$ cat config.mk
export PLATFORM = sky130hd
export DESIGN_NAME = pipeline_sequencer_flat
export DESIGN_NICKNAME = d
export VERILOG_FILES = /design/src/rtl/pipeline_sequencer_if.sv /design/src/rtl/pipeline_sequencer.sv /design/src/flat_wrapper.sv
export SDC_FILE = /design/constraint.sdc
export NUM_CORES = 1
export LEC_CHECK = 0
export CORE_ASPECT_RATIO = 0.7
export CORE_MARGIN = 2
export CORE_UTILIZATION = 33
export DETAILED_ROUTE_END_ITERATION = 10
export PLACE_DENSITY = 0.81
export SETUP_SLACK_MARGIN = 0.4
export SLEW_MARGIN = 0
export SYNTH_ARGS = -nofsm -noshare
export SYNTH_HDL_FRONTEND = slang
export SYNTH_SLANG_ARGS = --single-unit
export TNS_END_PERCENT = 50
$ cat constraint.sdc
create_clock -name clk -period 1.91 [get_ports clk]
set_input_delay 0.2865 -clock clk [delete_from_list [all_inputs] [get_ports clk]]
set_output_delay 0.2865 -clock clk [all_outputs]
set_load 0.01 [all_outputs]
$ cat src/rtl/pipeline_sequencer_if.sv
// Control bundle between the pipeline front-end sequencer and the CPU datapath.
// The slave modport is the sequencer. The master modport is the datapath/hazard side.
interface pipeline_sequencer_if;
  logic        halt;
  logic        go;
  logic        jmp_ok;
  logic        load_use;
  logic        imem_ack;
  logic        imem_req;
  logic        pc_enable;
  logic        ifid_enable;
  logic        ifid_flush;
  logic        idex_enable;
  logic        idex_flush;
  logic        exmem_flush;
  logic        halted;
  logic        fault;
  logic [31:0] cycle_count;
  logic [31:0] stall_count;
  logic [31:0] redirect_count;

  modport master (
    output halt, go, jmp_ok, load_use, imem_ack,
    input  imem_req, pc_enable, ifid_enable, ifid_flush, idex_enable, idex_flush,
           exmem_flush, halted, fault, cycle_count, stall_count, redirect_count
  );

  modport slave (
    input  halt, go, jmp_ok, load_use, imem_ack,
    output imem_req, pc_enable, ifid_enable, ifid_flush, idex_enable, idex_flush,
           exmem_flush, halted, fault, cycle_count, stall_count, redirect_count
  );
endinterface

$ cat src/rtl/pipeline_sequencer.sv
// MIPS front-end sequencer: PC/IF-ID/ID-EX hold/advance/flush, halt/resume, fetch timeout.
// Define PIPELINE_SEQ_STATS_EN to build the cycle/stall/redirect performance counters.
module pipeline_sequencer #(
  parameter int unsigned IMEM_TIMEOUT = 15
) (
  input  logic                 clk,
  input  logic                 rst,
  pipeline_sequencer_if.slave  bus
);
  typedef enum logic [1:0] {S_RUN, S_WAIT, S_HALT, S_FAULT} state_t;

  localparam logic [7:0] TIMEOUT = IMEM_TIMEOUT[7:0];

  state_t     state_q, state_d;
  logic [7:0] wait_cnt, wait_d;
  logic       go_q;

  logic imem_req, pc_en, ifid_en, ifid_fl, idex_en, idex_fl, exmem_fl, halted, fault;

  always_ff @(posedge clk) begin
    if (rst) begin
      state_q  <= S_RUN;
      wait_cnt <= '0;
      go_q     <= 1'b0;
    end else begin
      state_q  <= state_d;
      wait_cnt <= wait_d;
      go_q     <= bus.go;
    end
  end

  always_comb begin
    state_d  = state_q;
    wait_d   = wait_cnt;
    imem_req = 1'b0;
    pc_en    = 1'b0;
    ifid_en  = 1'b0;
    ifid_fl  = 1'b0;
    idex_en  = 1'b0;
    idex_fl  = 1'b0;
    exmem_fl = 1'b0;
    halted   = 1'b0;
    fault    = 1'b0;
    if (rst) begin
      ifid_fl  = 1'b1;
      idex_fl  = 1'b1;
      exmem_fl = 1'b1;
      state_d  = S_RUN;
      wait_d   = '0;
    end else begin
      unique case (state_q)
        S_RUN, S_WAIT: begin
          imem_req = 1'b1;
          if (bus.halt) begin
            imem_req = 1'b0;
            ifid_fl  = 1'b1;
            idex_fl  = 1'b1;
            wait_d   = '0;
            state_d  = S_HALT;
          end else if (!bus.imem_ack) begin
            // Freeze the front end; EX keeps its redirect until the fetch lands.
            exmem_fl = 1'b1;
            wait_d   = wait_cnt + 8'd1;
            state_d  = (wait_d == TIMEOUT) ? S_FAULT : S_WAIT;
          end else if (bus.jmp_ok) begin
            // Redirect wins over load_use: the stalled instruction is wrong-path.
            pc_en   = 1'b1;
            ifid_fl = 1'b1;
            idex_fl = 1'b1;
            wait_d  = '0;
            state_d = S_RUN;
          end else if (bus.load_use) begin
            idex_fl = 1'b1;
            idex_en = 1'b1;
            wait_d  = '0;
            state_d = S_RUN;
          end else begin
            pc_en   = 1'b1;
            ifid_en = 1'b1;
            idex_en = 1'b1;
            wait_d  = '0;
            state_d = S_RUN;
          end
        end
        S_HALT: begin
          halted = 1'b1;
          if (bus.go && !go_q) state_d = S_RUN;
        end
        S_FAULT: fault = 1'b1;
        default: state_d = S_RUN;
      endcase
    end
  end

  assign bus.imem_req    = imem_req;
  assign bus.pc_enable   = pc_en;
  assign bus.ifid_enable = ifid_en;
  assign bus.ifid_flush  = ifid_fl;
  assign bus.idex_enable = idex_en;
  assign bus.idex_flush  = idex_fl;
  assign bus.exmem_flush = exmem_fl;
  assign bus.halted      = halted;
  assign bus.fault       = fault;

`ifdef PIPELINE_SEQ_STATS_EN
  logic        active, stall_inc, redir_inc;
  logic [31:0] cycle_q, stall_q, redir_q;

  assign active    = (state_q == S_RUN) || (state_q == S_WAIT);
  assign stall_inc = active && !bus.halt &&
                     (!bus.imem_ack || (!bus.jmp_ok && bus.load_use));
  assign redir_inc = active && !bus.halt && bus.imem_ack && bus.jmp_ok;

  always_ff @(posedge clk) begin
    if (rst) begin
      cycle_q <= '0;
      stall_q <= '0;
      redir_q <= '0;
    end else begin
      if (active)    cycle_q <= cycle_q + 32'd1;
      if (stall_inc) stall_q <= stall_q + 32'd1;
      if (redir_inc) redir_q <= redir_q + 32'd1;
    end
  end

  assign bus.cycle_count    = cycle_q;
  assign bus.stall_count    = stall_q;
  assign bus.redirect_count = redir_q;
`else
  assign bus.cycle_count    = '0;
  assign bus.stall_count    = '0;
  assign bus.redirect_count = '0;
`endif
endmodule

$ cat src/flat_wrapper.sv
// flat-port wrapper written by rule: the top's interface ports become plain ports
module pipeline_sequencer_flat 
#(
  parameter int unsigned IMEM_TIMEOUT = 15
)
  (clk, rst, bus_halt, bus_go, bus_jmp_ok, bus_load_use, bus_imem_ack, bus_imem_req, bus_pc_enable, bus_ifid_enable, bus_ifid_flush, bus_idex_enable, bus_idex_flush, bus_exmem_flush, bus_halted, bus_fault, bus_cycle_count, bus_stall_count, bus_redirect_count);
  pipeline_sequencer_if bus_i ();
  input  logic clk;
  input  logic rst;
  input wire logic [$bits(bus_i.halt)-1:0] bus_halt;
  input wire logic [$bits(bus_i.go)-1:0] bus_go;
  input wire logic [$bits(bus_i.jmp_ok)-1:0] bus_jmp_ok;
  input wire logic [$bits(bus_i.load_use)-1:0] bus_load_use;
  input wire logic [$bits(bus_i.imem_ack)-1:0] bus_imem_ack;
  output wire logic [$bits(bus_i.imem_req)-1:0] bus_imem_req;
  output wire logic [$bits(bus_i.pc_enable)-1:0] bus_pc_enable;
  output wire logic [$bits(bus_i.ifid_enable)-1:0] bus_ifid_enable;
  output wire logic [$bits(bus_i.ifid_flush)-1:0] bus_ifid_flush;
  output wire logic [$bits(bus_i.idex_enable)-1:0] bus_idex_enable;
  output wire logic [$bits(bus_i.idex_flush)-1:0] bus_idex_flush;
  output wire logic [$bits(bus_i.exmem_flush)-1:0] bus_exmem_flush;
  output wire logic [$bits(bus_i.halted)-1:0] bus_halted;
  output wire logic [$bits(bus_i.fault)-1:0] bus_fault;
  output wire logic [$bits(bus_i.cycle_count)-1:0] bus_cycle_count;
  output wire logic [$bits(bus_i.stall_count)-1:0] bus_stall_count;
  output wire logic [$bits(bus_i.redirect_count)-1:0] bus_redirect_count;
  assign bus_i.halt = bus_halt;
  assign bus_i.go = bus_go;
  assign bus_i.jmp_ok = bus_jmp_ok;
  assign bus_i.load_use = bus_load_use;
  assign bus_i.imem_ack = bus_imem_ack;
  assign bus_imem_req = bus_i.imem_req;
  assign bus_pc_enable = bus_i.pc_enable;
  assign bus_ifid_enable = bus_i.ifid_enable;
  assign bus_ifid_flush = bus_i.ifid_flush;
  assign bus_idex_enable = bus_i.idex_enable;
  assign bus_idex_flush = bus_i.idex_flush;
  assign bus_exmem_flush = bus_i.exmem_flush;
  assign bus_halted = bus_i.halted;
  assign bus_fault = bus_i.fault;
  assign bus_cycle_count = bus_i.cycle_count;
  assign bus_stall_count = bus_i.stall_count;
  assign bus_redirect_count = bus_i.redirect_count;
  pipeline_sequencer #(.IMEM_TIMEOUT(IMEM_TIMEOUT)) u_core (.clk(clk), .rst(rst), .bus(bus_i));
endmodule
Yosys cells after proc, flatten, opt, wreduce, memory -nomap -nowiden
Index checks and enable logic that the tools add are counted.
Storage, ports and cells
  output and inout port bits: 105
  flip-flop bits (word level): 11
  input bits: 7
  word-level logic and storage cells: 60
Operators by class
  multiplexer cells: 45
  reductions and logical operators: 6
  add/subtract/negate cells: 1
  eq/ne operators: 5
Operators with widths (count)
  $mux 1: 38
  $mux 8: 2
  $add 8x1->8 const B: 1
  $eq 8x4->1 const B: 1
  $mux 2: 4
  $eq 2x2->1 const B: 2
  $pmux 2 s2: 1
  $eq 2x1->1 const B: 1
  $logic_not 2->1: 1
  $ne 2x1->1 const B: 1
  $reduce_and 2->1: 1
  $reduce_bool 2->1: 1
  $reduce_or 2->1: 1
  $logic_and 1x1->1: 1
  $logic_not 1->1: 1

Longest topological paths before layout
Gate-level depths: netlist of run 1.
  depth after elaboration: 6
  mapped depth: 5
  mapped depth without buffers: 5

Worst setup path after synthesis of run 1
OpenSTA, ideal clock, no wires.
  path type: register -> register
  start point: register u_core.wait_cnt[0]
  end point: register u_core.state_q[1]
  required time: 1852 ps
  cell stages (with the launch flop): 6
  library setup time: 58 ps
  path slack: 452 ps
  arrival time: 1399 ps
  period minus slack after synthesis: 1458 ps
  cells stage by stage: dfxtp_1 inv_1 ha_1 or4b_1 o41ai_2 o211a_1
On the way
  longest elaborated chain between the ends: 6
Ends and longest elaborated chain
  start, declared: RTL line pipeline_sequencer.sv:15  | logic [7:0] wait_cnt, wait_d;
  start signal, assigned: RTL line pipeline_sequencer.sv:27  | wait_cnt <= wait_d;
  $add 8x1->8: RTL line pipeline_sequencer.sv:63  | wait_d = wait_cnt + 8'd1;
  $eq 8x4->1: RTL line pipeline_sequencer.sv:64  | state_d = (wait_d == TIMEOUT) ? S_FAULT : S_WAIT;
  $mux 2: RTL line pipeline_sequencer.sv:64
  $mux 2: RTL line pipeline_sequencer.sv:60  | end else if (!bus.imem_ack) begin
  $mux 2: RTL line pipeline_sequencer.sv:54  | if (bus.halt) begin
  $pmux 2 s2: RTL line pipeline_sequencer.sv:51  | unique case (state_q)
  end signal, assigned: RTL line pipeline_sequencer.sv:26  | state_q <= state_d;
  end, declared: RTL line pipeline_sequencer.sv:14  | state_t state_q, state_d;
No other way between the ends.
A chain may end at the register's enable or synchronous reset.

Worst setup path after layout of run 1
  start point: register u_core.state_q[1]
  end point: output bus_exmem_flush
On the way
  longest elaborated chain between the ends: 4
  elaborated cells on any way between the ends: 5
  those cells by class: eq/ne (1); mux (2); reduce/logical (2)
Ends and longest elaborated chain
  $eq 2x1->1 / $logic_not 2->1 (equally long branches): RTL line pipeline_sequencer.sv:51
  $reduce_or 2->1 (*): RTL line pipeline_sequencer.sv:51
  $mux 1 (*): RTL line pipeline_sequencer.sv:51
  $mux 1 (*): RTL line pipeline_sequencer.sv:44  | if (rst) begin
  end, declared: RTL line flat_wrapper.sv:21  | output wire logic [$bits(bus_i.exmem_flush)-1:0] bus_exmem_flush;
Every way passes the cells marked *; elsewhere a longest branch is shown, timed or not.

==> results of run 1 <==
critical path: stages (launching register included):
cell	delay (ns)
dfxtp_4	0.41
nor3_2	0.07
or2_2	0.26
dlygate4sd2_1	0.28
layout by cell type (no fill, tap or decap), drive strengths merged, types with 3 or more instances in the layout:
cell          n
a31oi         3
nand2         5
dfxtp        11
a21oi         4
nand3         5
inv           4
conb         96
nor2          5
dlygate4sd2   7
buf          14
nor3          4
o21ai         7
clkbuf        4
layout make-up:
class | instances | area, um2 | share of cell area
multi-input combinational | 157 | 783 | 0.584
sequential | 11 | 226 | 0.169
timing repair buffer | 26 | 205 | 0.153
tap | 52 | 65.1 | 0.0485
clock buffer | 3 | 41.3 | 0.0308
inverter | 4 | 15.0 | 0.0112
clock inverter | 1 | 5.00 | 0.00373
power groups by stage:
stage          Sequential, uW  Combinational (uW)  Clock, uW
2_1_floorplan             242                 264          0
3_3_place_gp              246                 169          0
3_5_place_dp              246                 170          0
4_1_cts                   241                 163        241
5_1_grt                   243                 193        256
6_report                  242                 174        232
state kept, by name, indices dropped and copies added, names as in the netlist:
register         flops
u_core.wait_cnt      8
u_core.go_q          1
u_core.state_q       2
per-stage QoR:
| stage | TNS [ns] | area (um2) | total power, uW | setup slack (ns) | utilization |
|---|---|---|---|---|---|
| final | 0 | 1340 | 648 | 0.362 | 0.340 |
| after global placement | -1.05 | 1270 | 415 | -0.161 | 0.323 |
| after detailed placement | -1.10 | 1270 | 416 | -0.181 | 0.323 |
| after CTS | 0 | 1320 | 645 | 0.255 | 0.333 |
| after floorplan | 0 | 1730 | 507 | 0.452 | - |
| after global routing | 0 | 1340 | 692 | 0.303 | 0.340 |
cell families (layout without fill, tap and decap cells):
logic type / count (synthesis) / in the layout / synth area share
AND/OR/NAND/NOR: 36 / 36 / 0.154
XOR/XNOR: 2 / 2 / 0.0128
AO/OA/AOI/OAI: 20 / 20 / 0.0959
adder cells (fa/ha/maj): 2 / 2 / 0.0183
flip-flops: 11 / 11 / 0.161
other: 1 / 96 / 0.00274
buffers and inverters: 104 / 34 / 0.548
multiplexers: 1 / 1 / 0.00731
layer usage:
layer | GRT usage | vias to the layer above
li1 | - | 443
met1 | 0.107 | 394
met2 | 0.112 | 42
met3 | 0.0436 | 0
met4 | 0.0145 | 0
met5 | 0 | -
how the worst max path moves through the flow:
stage	startpoint	slack (ns)	to
finish	u_core.state_q[1]	0.36	bus_exmem_flush
CTS	u_core.wait_cnt[0]	0.26	u_core.state_q[1]
global route	u_core.state_q[1]	0.30	bus_imem_req
global placement	rst	-0.16	bus_ifid_enable
floorplan	u_core.wait_cnt[0]	0.45	u_core.state_q[1]
detailed placement	rst	-0.18	bus_ifid_enable
timing repair:
| item | CTS | global route |
|---|---|---|
| buffers inserted | 0 | 2 |
| resized for setup | 25 | 15 |
| pin swaps | 1 | 4 |
| setup endpoints to repair | 10 | 10 |
==> metrics.md, run 1 <==
| Metric | Value |
|---|---|
| Clock sink count | `11` |
| Share of the synthesized area in the top cell type | `0.526` |
| Met2 WL | `956 um` |
| Yosys reg bits | `11` |
| Clock slew at reported path FFs | `0.05 ns` |
| Post-route insts no fill | `254` |
| Highest fanout seen on the critical path | `9` |
| Antenna diode count | `0` |
| Die area | `4690 um2` |
| Synth warn | `0` |
| Most common cell in the netlist | `buf_4` |
| Bufs on Longest Clock Path | `2` |
| DR pass1 iterations | `4` |
| Worst min path class | `flip-flop to flip-flop` |
| Final min period | `1.55 ns` |
| Routed wl met3 | `221 um` |
| Global-route wire length before repair | `2840 um` |
| CP Launch Type | `flip-flop` |
| Synth top cells by count | `buf_4, dfxtp_1, o21ai_0` |
| Internal Power | `427 uW` |
| Hold Slack | `0.480 ns` |
| Hpwl dp | `1690 um` |
| Root buffer cell | `clkbuf_8` |
| Post-synthesis cell area | `1370 um2` |
| Die Wd | `81.0 um` |
| Initial DRC Count | `29` |
| Max_cap viols | `0` |
| R2r worst-path depth | `5` |
| Crit end category | `output pin` |
| Seq pwr share | `0.374` |
| Avg Cell Area, Syn | `7.74 um2` |
| CP required | `1.62 ns` |
| Total track usage | `0.0793` |
| Net Sw Frac | `0.341` |
| Synth area leaders | `buf_4, dfxtp_1, o21ai_0` |
| Vias post-DR | `879` |
| Routability congestion estimate from global placement | `0.854` |
| Synth unique cells | `34` |
| # IOs | `112` |
| Synth Flop Type | `dfxtp_1` |
| Combinational power share | `0.269` |
| Power Density | `483 nW/um2` |
| Hold depth | `1` |
| Synth area leader | `buf_4` |
| Met1 WL | `829 um` |
| Worst path arrival time | `1.26 ns` |
| Vias per inst | `3.46` |
| Worst vdd rail ir drop | `0.182 mV` |
| Hold path endpoint | `u_core.wait_cnt[7]` |
| Status | `completed` |
| Sw Pwr | `221 uW` |
| FF-to-FF Start | `u_core.wait_cnt[0]` |
| TritonCTS Buffers | `3` |
| Placed Cells | `248` |
| Nets | `212` |
| Fillers | `435` |
| Fmax | `646 MHz` |
| Max Slew Vio Count | `0` |
| Residual DRC | `0` |
| Cells after Synth | `177` |
| Routed WL per cell | `7.90 um` |
| Leak | `0.000714 uW` |
| Clk pwr share | `0.358` |
| Kind of critical path | `flip-flop to output pin` |
| Final setup viols | `0` |
| Period utilization | `0.810` |
| ANT nets after route | `0` |
| Post-synth EDFFs | `0` |
| Row count | `19` |
| P&R area growth vs syn | `-2.10%` |
| Vias in the first global route | `628` |
| Core box area | `3950 um2` |
| CTS tree | `done` |
| Hold Startpoint | `u_core.wait_cnt[7]` |
| Total number of H-tree levels | `1` |
| Detailed Route WL | `2010 um` |
| Initial antenna violation count | `0` |
| Initial core utilization | `0.347` |
| Hold-fix buffers, CTS | `0` |
| Post-synth ARST share | `0` |
| R2R Path End | `u_core.state_q[1]` |
| Fraction of layout cells with a size suffix above 1 | `0.168` |
| Top sig layer | `met3` |
| Final Skew | `0.00641 ns` |
| Final Hold Fails | `0` |
| Die H | `57.9 um` |
| Port bufs | `15` |
| Largest net degree at the start of global routing | `12` |
| Worst R2R Setup Slack | `0.39 ns` |
| Clock latency on the worst-skew pair | `0.24 ns` |
| Seq/Total Area, Yosys | `0.161` |
| RSZ-0062 raised after global routing | `true` |
| GRT overflow | `0` |
(Power assumes the default switching activity.)
==> run 2, diff against run 1 <==
- CORE_UTILIZATION: 33 -> 30
- PLACE_DENSITY: 0.81 -> 0.78
- clock period: 1.91 -> 1.4 ns (I/O delays scaled with it)
==> run 2 against run 1 <==
Effect of this change:
- clock power rose by 41%
- sequential cell count did not move
- the run now ends with setup timing left
- largest power group unchanged
- largest cell class unchanged
- worst setup slack got worse by 0.43 ns
- highest routed layer is now met4
- cell area rose by 18%
- critical path depth rose by 2
- register-to-register slack got worse by 0.46 ns
- non-clock buffer count rose by 16
- first-iteration DRC count fell by 10%
==> metrics.md, run 2 (synthesized netlist as in run 1, its figures left out) <==
| Metric | Value |
|---|---|
| Max_cap viols | `0` |
| Power Density | `616 nW/um2` |
| Period utilization | `1.05` |
| CP Launch Type | `flip-flop` |
| Port bufs | `15` |
| Area of the multi-input gates | `870 um2` |
| GRT overflow | `0` |
| Vias in the first global route | `742` |
| Antenna diode count | `0` |
| Most common cell after layout, fill and taps aside | `conb_1` |
| Max reg flops | `8` |
| Vias per inst | `3.62` |
| Root buffer cell | `clkbuf_8` |
| Register area | `226 um2` |
| Initial antenna violation count | `0` |
| Hold-fix buffers, CTS | `0` |
| CTS tree | `done` |
| Fillers | `468` |
| Worst vdd rail ir drop | `0.309 mV` |
| Worst min path class | `input pin to flip-flop` |
| Largest regs | `u_core.wait_cnt (8), u_core.state_q (2), u_core.go_q (1)` |
| Routability congestion estimate from global placement | `0.881` |
| ANT nets after route | `0` |
| Global-route wire length before repair | `3620 um` |
| Die Wd | `84.8 um` |
| Final setup viols | `5` |
| Setup WS pre-CTS | `-0.648 ns` |
| Core box area | `4350 um2` |
| Highest fanout seen on the critical path | `2` |
| Bufs on Longest Clock Path | `2` |
| Biggest register | `u_core.wait_cnt` |
| Initial core utilization | `0.315` |
| Routed WL per cell | `9.65 um` |
| Fraction of layout cells with a size suffix above 1 | `0.312` |
| Residual DRC | `0` |
| Die area | `5130 um2` |
| RSZ-0062 raised after global routing | `true` |
| Leak | `0.000814 uW` |
| Hpwl dp | `1960 um` |
| # IOs | `112` |
| TritonCTS Buffers | `3` |
| Vias post-DR | `988` |
| CP required | `1.59 ns` |
| Row count | `20` |
| Clock latency on the worst-skew pair | `0.24 ns` |
| Violated checks | `setup timing` |
| Clock slew at reported path FFs | `0.06 ns` |
| Crit end category | `flip-flop` |
| Fmax | `680 MHz` |
| Final Skew | `0.00849 ns` |
| Total number of H-tree levels | `1` |
| P&R area growth vs syn | `15.5%` |
| Die H | `60.5 um` |
| Detailed Route WL | `2630 um` |
| Nets | `228` |
| Status | `complete, but fails checks` |
| Final Hold Fails | `0` |
| Initial DRC Count | `26` |
| Post-route worst setup slack | `-0.0700 ns` |
| Clock sink count | `11` |
| Largest net degree at the start of global routing | `10` |
| Final min period | `1.47 ns` |
| Kind of critical path | `flip-flop to flip-flop` |
| DR pass1 iterations | `4` |
| Worst path arrival time | `1.66 ns` |
| Total track usage | `0.0931` |
| Most frequent cells in the layout | `conb_1, buf_4, buf_6` |
| Max Slew Vio Count | `0` |
| Tot Pwr | `976 uW` |
## run 2: cell type report
cell class	instances	share of cell area
Sequential cell	11	0.143
Timing Repair Buffer	42	0.224
Clock inverter	1	0.00316
Clock buffer	3	0.0261
Inverter	4	0.0111
Tap cell	55	0.0435
Multi-Input combinational cell	157	0.549
## run 2: metrics by stage
step	cell area (um2)	TNS [ns]	hold WS, ns	instances	utilization
global placement	1390	-6.42	0.485	260	0.319
global route	1580	-0.563	0.199	273	0.364
finish	1580	-0.252	0.196	273	0.364
detailed placement	1390	-7.09	0.494	260	0.319
floorplan	1780	0	0.338	272	-
CTS	1480	-0.245	0.196	272	0.340
## run 2: timing repair
| item | CTS | global route |
|---|---|---|
| gates resized for setup | 64 | 18 |
| gates cloned | 0 | 0 |
| setup buffers | 8 | 1 |
| pin swaps | 12 | 12 |
| setup endpoints to repair | 19 | 19 |
## run 2: path summary, 6_finish.rpt
path,slack [ns],depth (start not counted),from,endpoint
min,0.20,2,rst,u_core.go_q
max reg2reg,-0.07,5,u_core.wait_cnt[0],u_core.state_q[1]
min reg2reg,0.52,1,u_core.wait_cnt[6],u_core.wait_cnt[6]
max,-0.07,5,u_core.wait_cnt[0],u_core.state_q[1]
## run 2: layer usage
layer / global-route usage / part of all wire / routed length [um] / vias to the layer above
met2: 0.154 / 0.53 / 1380 / 49
met1: 0.109 / 0.39 / 1030 / 462
met3: 0.0463 / 0.074 / 194 / 6
met4: 0.0272 / 0.0095 / 25 / 0
li1: - / - / - / 471
met5: 0 / 0 / 0 / -
## run 2: critical path, stage by stage (launching register included)
cell,delay (ns)
dfxtp_2,0.32
inv_2,0.05
ha_1,0.18
or4b_4,0.48
o41ai_2,0.21
o211a_1,0.17
## run 2: power breakdown
| group | internal (uW) | total [uW] | switching [uW] |
|---|---|---|---|
| sequential | 320 | 328 | 7.39 |
| clock | 196 | 328 | 131 |
| combinational | 118 | 321 | 203 |
| total | 634 | 976 | 342 |
==> run 3, diff against run 2 <==
- ABC_CLOCK_PERIOD_IN_PS: default -> 1800
- CORE_UTILIZATION: 30 -> 36
- HOLD_SLACK_MARGIN: default -> 0.03
- PLACE_DENSITY: 0.78 -> 0.88
- clock period: 1.4 -> 1.8 ns (I/O delays scaled with it)
==> run 3 against run 2 <==
Effect of this change:
- largest cell class unchanged
- non-clock buffer count down 7
- critical path depth unchanged
- via count is 0.61% higher
- register-to-register slack improved by 0.30 ns
- sequential power fell by 22%
- global-route usage increased by 0.80 points
- the flow now finishes without violations
- clock power shrank 23%
==> metrics.md, run 3 (synthesized netlist as in run 1, its figures left out) <==
| Metric | Value |
|---|---|
| RSZ-0062 raised after global routing | `true` |
| Hpwl dp | `1890 um` |
| Routed WL per cell | `9.45 um` |
| Fraction of layout cells with a size suffix above 1 | `0.209` |
| Routability congestion estimate from global placement | `0.866` |
| Residual DRC | `0` |
| Fillers | `369` |
| CTS tree | `done` |
| CP Launch Type | `flip-flop` |
| TNS Setup | `0 ns` |
| Total track usage | `0.101` |
| Kind of critical path | `flip-flop to flip-flop` |
| Crit end category | `flip-flop` |
| Total number of H-tree levels | `1` |
| Row count | `18` |
| Worst path arrival time | `1.74 ns` |
| Power Density | `514 nW/um2` |
| Port bufs | `15` |
| TritonCTS Buffers | `3` |
| Die Wd | `77.7 um` |
| Clock latency on the worst-skew pair | `0.24 ns` |
| Bufs on Longest Clock Path | `2` |
| Largest regs | `u_core.wait_cnt (8), u_core.state_q (2), u_core.go_q (1)` |
| Initial core utilization | `0.383` |
| Final Hold Fails | `0` |
| Final Skew | `0.00404 ns` |
| FF-to-FF Start | `u_core.wait_cnt[0]` |
| Worst vdd rail ir drop | `0.508 mV` |
| Hold Startpoint | `u_core.wait_cnt[7]` |
| Clock sink count | `11` |
| Final min period | `1.57 ns` |
| Leak | `0.000752 uW` |
| GRT overflow | `0` |
| Period utilization | `0.871` |
| Max reg flops | `8` |
| Initial antenna violation count | `0` |
| Biggest register | `u_core.wait_cnt` |
| ANT nets after route | `0` |
| # IOs | `112` |
| Largest net degree at the start of global routing | `10` |
| Highest fanout seen on the critical path | `5` |
| Antenna diode count | `0` |
| Final setup viols | `0` |
| Max Slew Vio Count | `0` |
| Worst min path class | `flip-flop to flip-flop` |
| Root buffer cell | `clkbuf_8` |
| Vias per inst | `3.81` |
| Vias post-DR | `994` |
| Max_cap viols | `0` |
| Die area | `4320 um2` |
| CP required | `1.98 ns` |
| Nets | `221` |
| Hold-fix buffers, CTS | `0` |
| Most common cell after layout, fill and taps aside | `conb_1` |
| DR pass1 iterations | `4` |
| Detailed Route WL | `2470 um` |
| Worst Setup SP | `u_core.wait_cnt[0]` |
| Core box area | `3580 um2` |
| Fmax | `638 MHz` |
| Initial DRC Count | `13` |
| P&R area growth vs syn | `2.01%` |
| Status | `completed` |
| Clock slew at reported path FFs | `0.05 ns` |
| Most frequent cells in the layout | `conb_1, buf_4, buf_2, dfxtp_1, o21ai_0` |
| Finished Core Util | `0.390` |
| Vias in the first global route | `797` |
| Global-route wire length before repair | `3580 um` |
| Die H | `55.6 um` |
run 3: cell types whose count changed in the layout (fill, tap and decap cells not counted), moves of 2 or more:
| cell | change |
|---|---|
| o21ai_1 | -4 |
| dlygate4sd2_1 | +2 |
| o21ai_0 | +5 |
| buf_6 | -12 |
| a21oi_1 | +2 |
| a21oi_2 | -2 |
run 3: routing by layer:
metal  vias to the layer above  global-route usage  routed length (um)
li1                        459                   -                   -
met1                       456               0.118                 850
met2                        71               0.163                1290
met3                         8              0.0455                 271
met4                         0              0.0383                  58
met5                         -                   0                   0
run 3: layout make-up:
cell class / count / area [um2] / area share
clock buffers: 4 / 45.0 / 0.0322
multi-input cells: 157 / 790 / 0.565
flip-flops and latches: 11 / 225 / 0.161
repair buffers: 35 / 260 / 0.186
well taps: 50 / 62.6 / 0.0448
inverters: 4 / 15.0 / 0.0107
run 3: what timing repair did:
item | 4_1_cts | 5_1_grt
setup buffers | 7 | 1
cloned | 0 | 1
pin swaps | 3 | 3
setup endpoints to repair | 16 | 15
resized for setup | 49 | 3
run 3: path summary, 6_finish.rpt:
check | to | slack [ns] | cells past startpoint
setup / recovery | u_core.state_q[1] | 0.23 | 5
hold reg to reg | u_core.wait_cnt[7] | 0.49 | 1
setup reg to reg | u_core.state_q[1] | 0.23 | 5
hold / removal | u_core.wait_cnt[7] | 0.49 | 1
run 3: critical path, stage by stage (launching register included):
cell and delay (ns):
dfxtp_1 0.36, inv_2 0.09, ha_1 0.13, or4b_1 0.46
o41ai_2 0.28, o211a_1 0.19
run 3: per-stage QoR:
stage	hold WS (ns)	std cells	power [uW]	instance area (um2)	setup slack [ns]
2_1_floorplan	0.398	272	538	1730	0.439
3_3_place_gp	0.465	248	443	1290	-0.233
3_5_place_dp	0.484	248	447	1290	-0.258
4_1_cts	0.497	259	708	1370	0.256
5_1_grt	0.514	261	751	1400	0.166
6_report	0.494	261	718	1400	0.232
run 3: power breakdown:
part / internal, uW / switching [uW]
Clock: 156 / 95.6
Combinational: 66.7 / 145
Sequential: 249 / 6.71
Total: 471 / 247
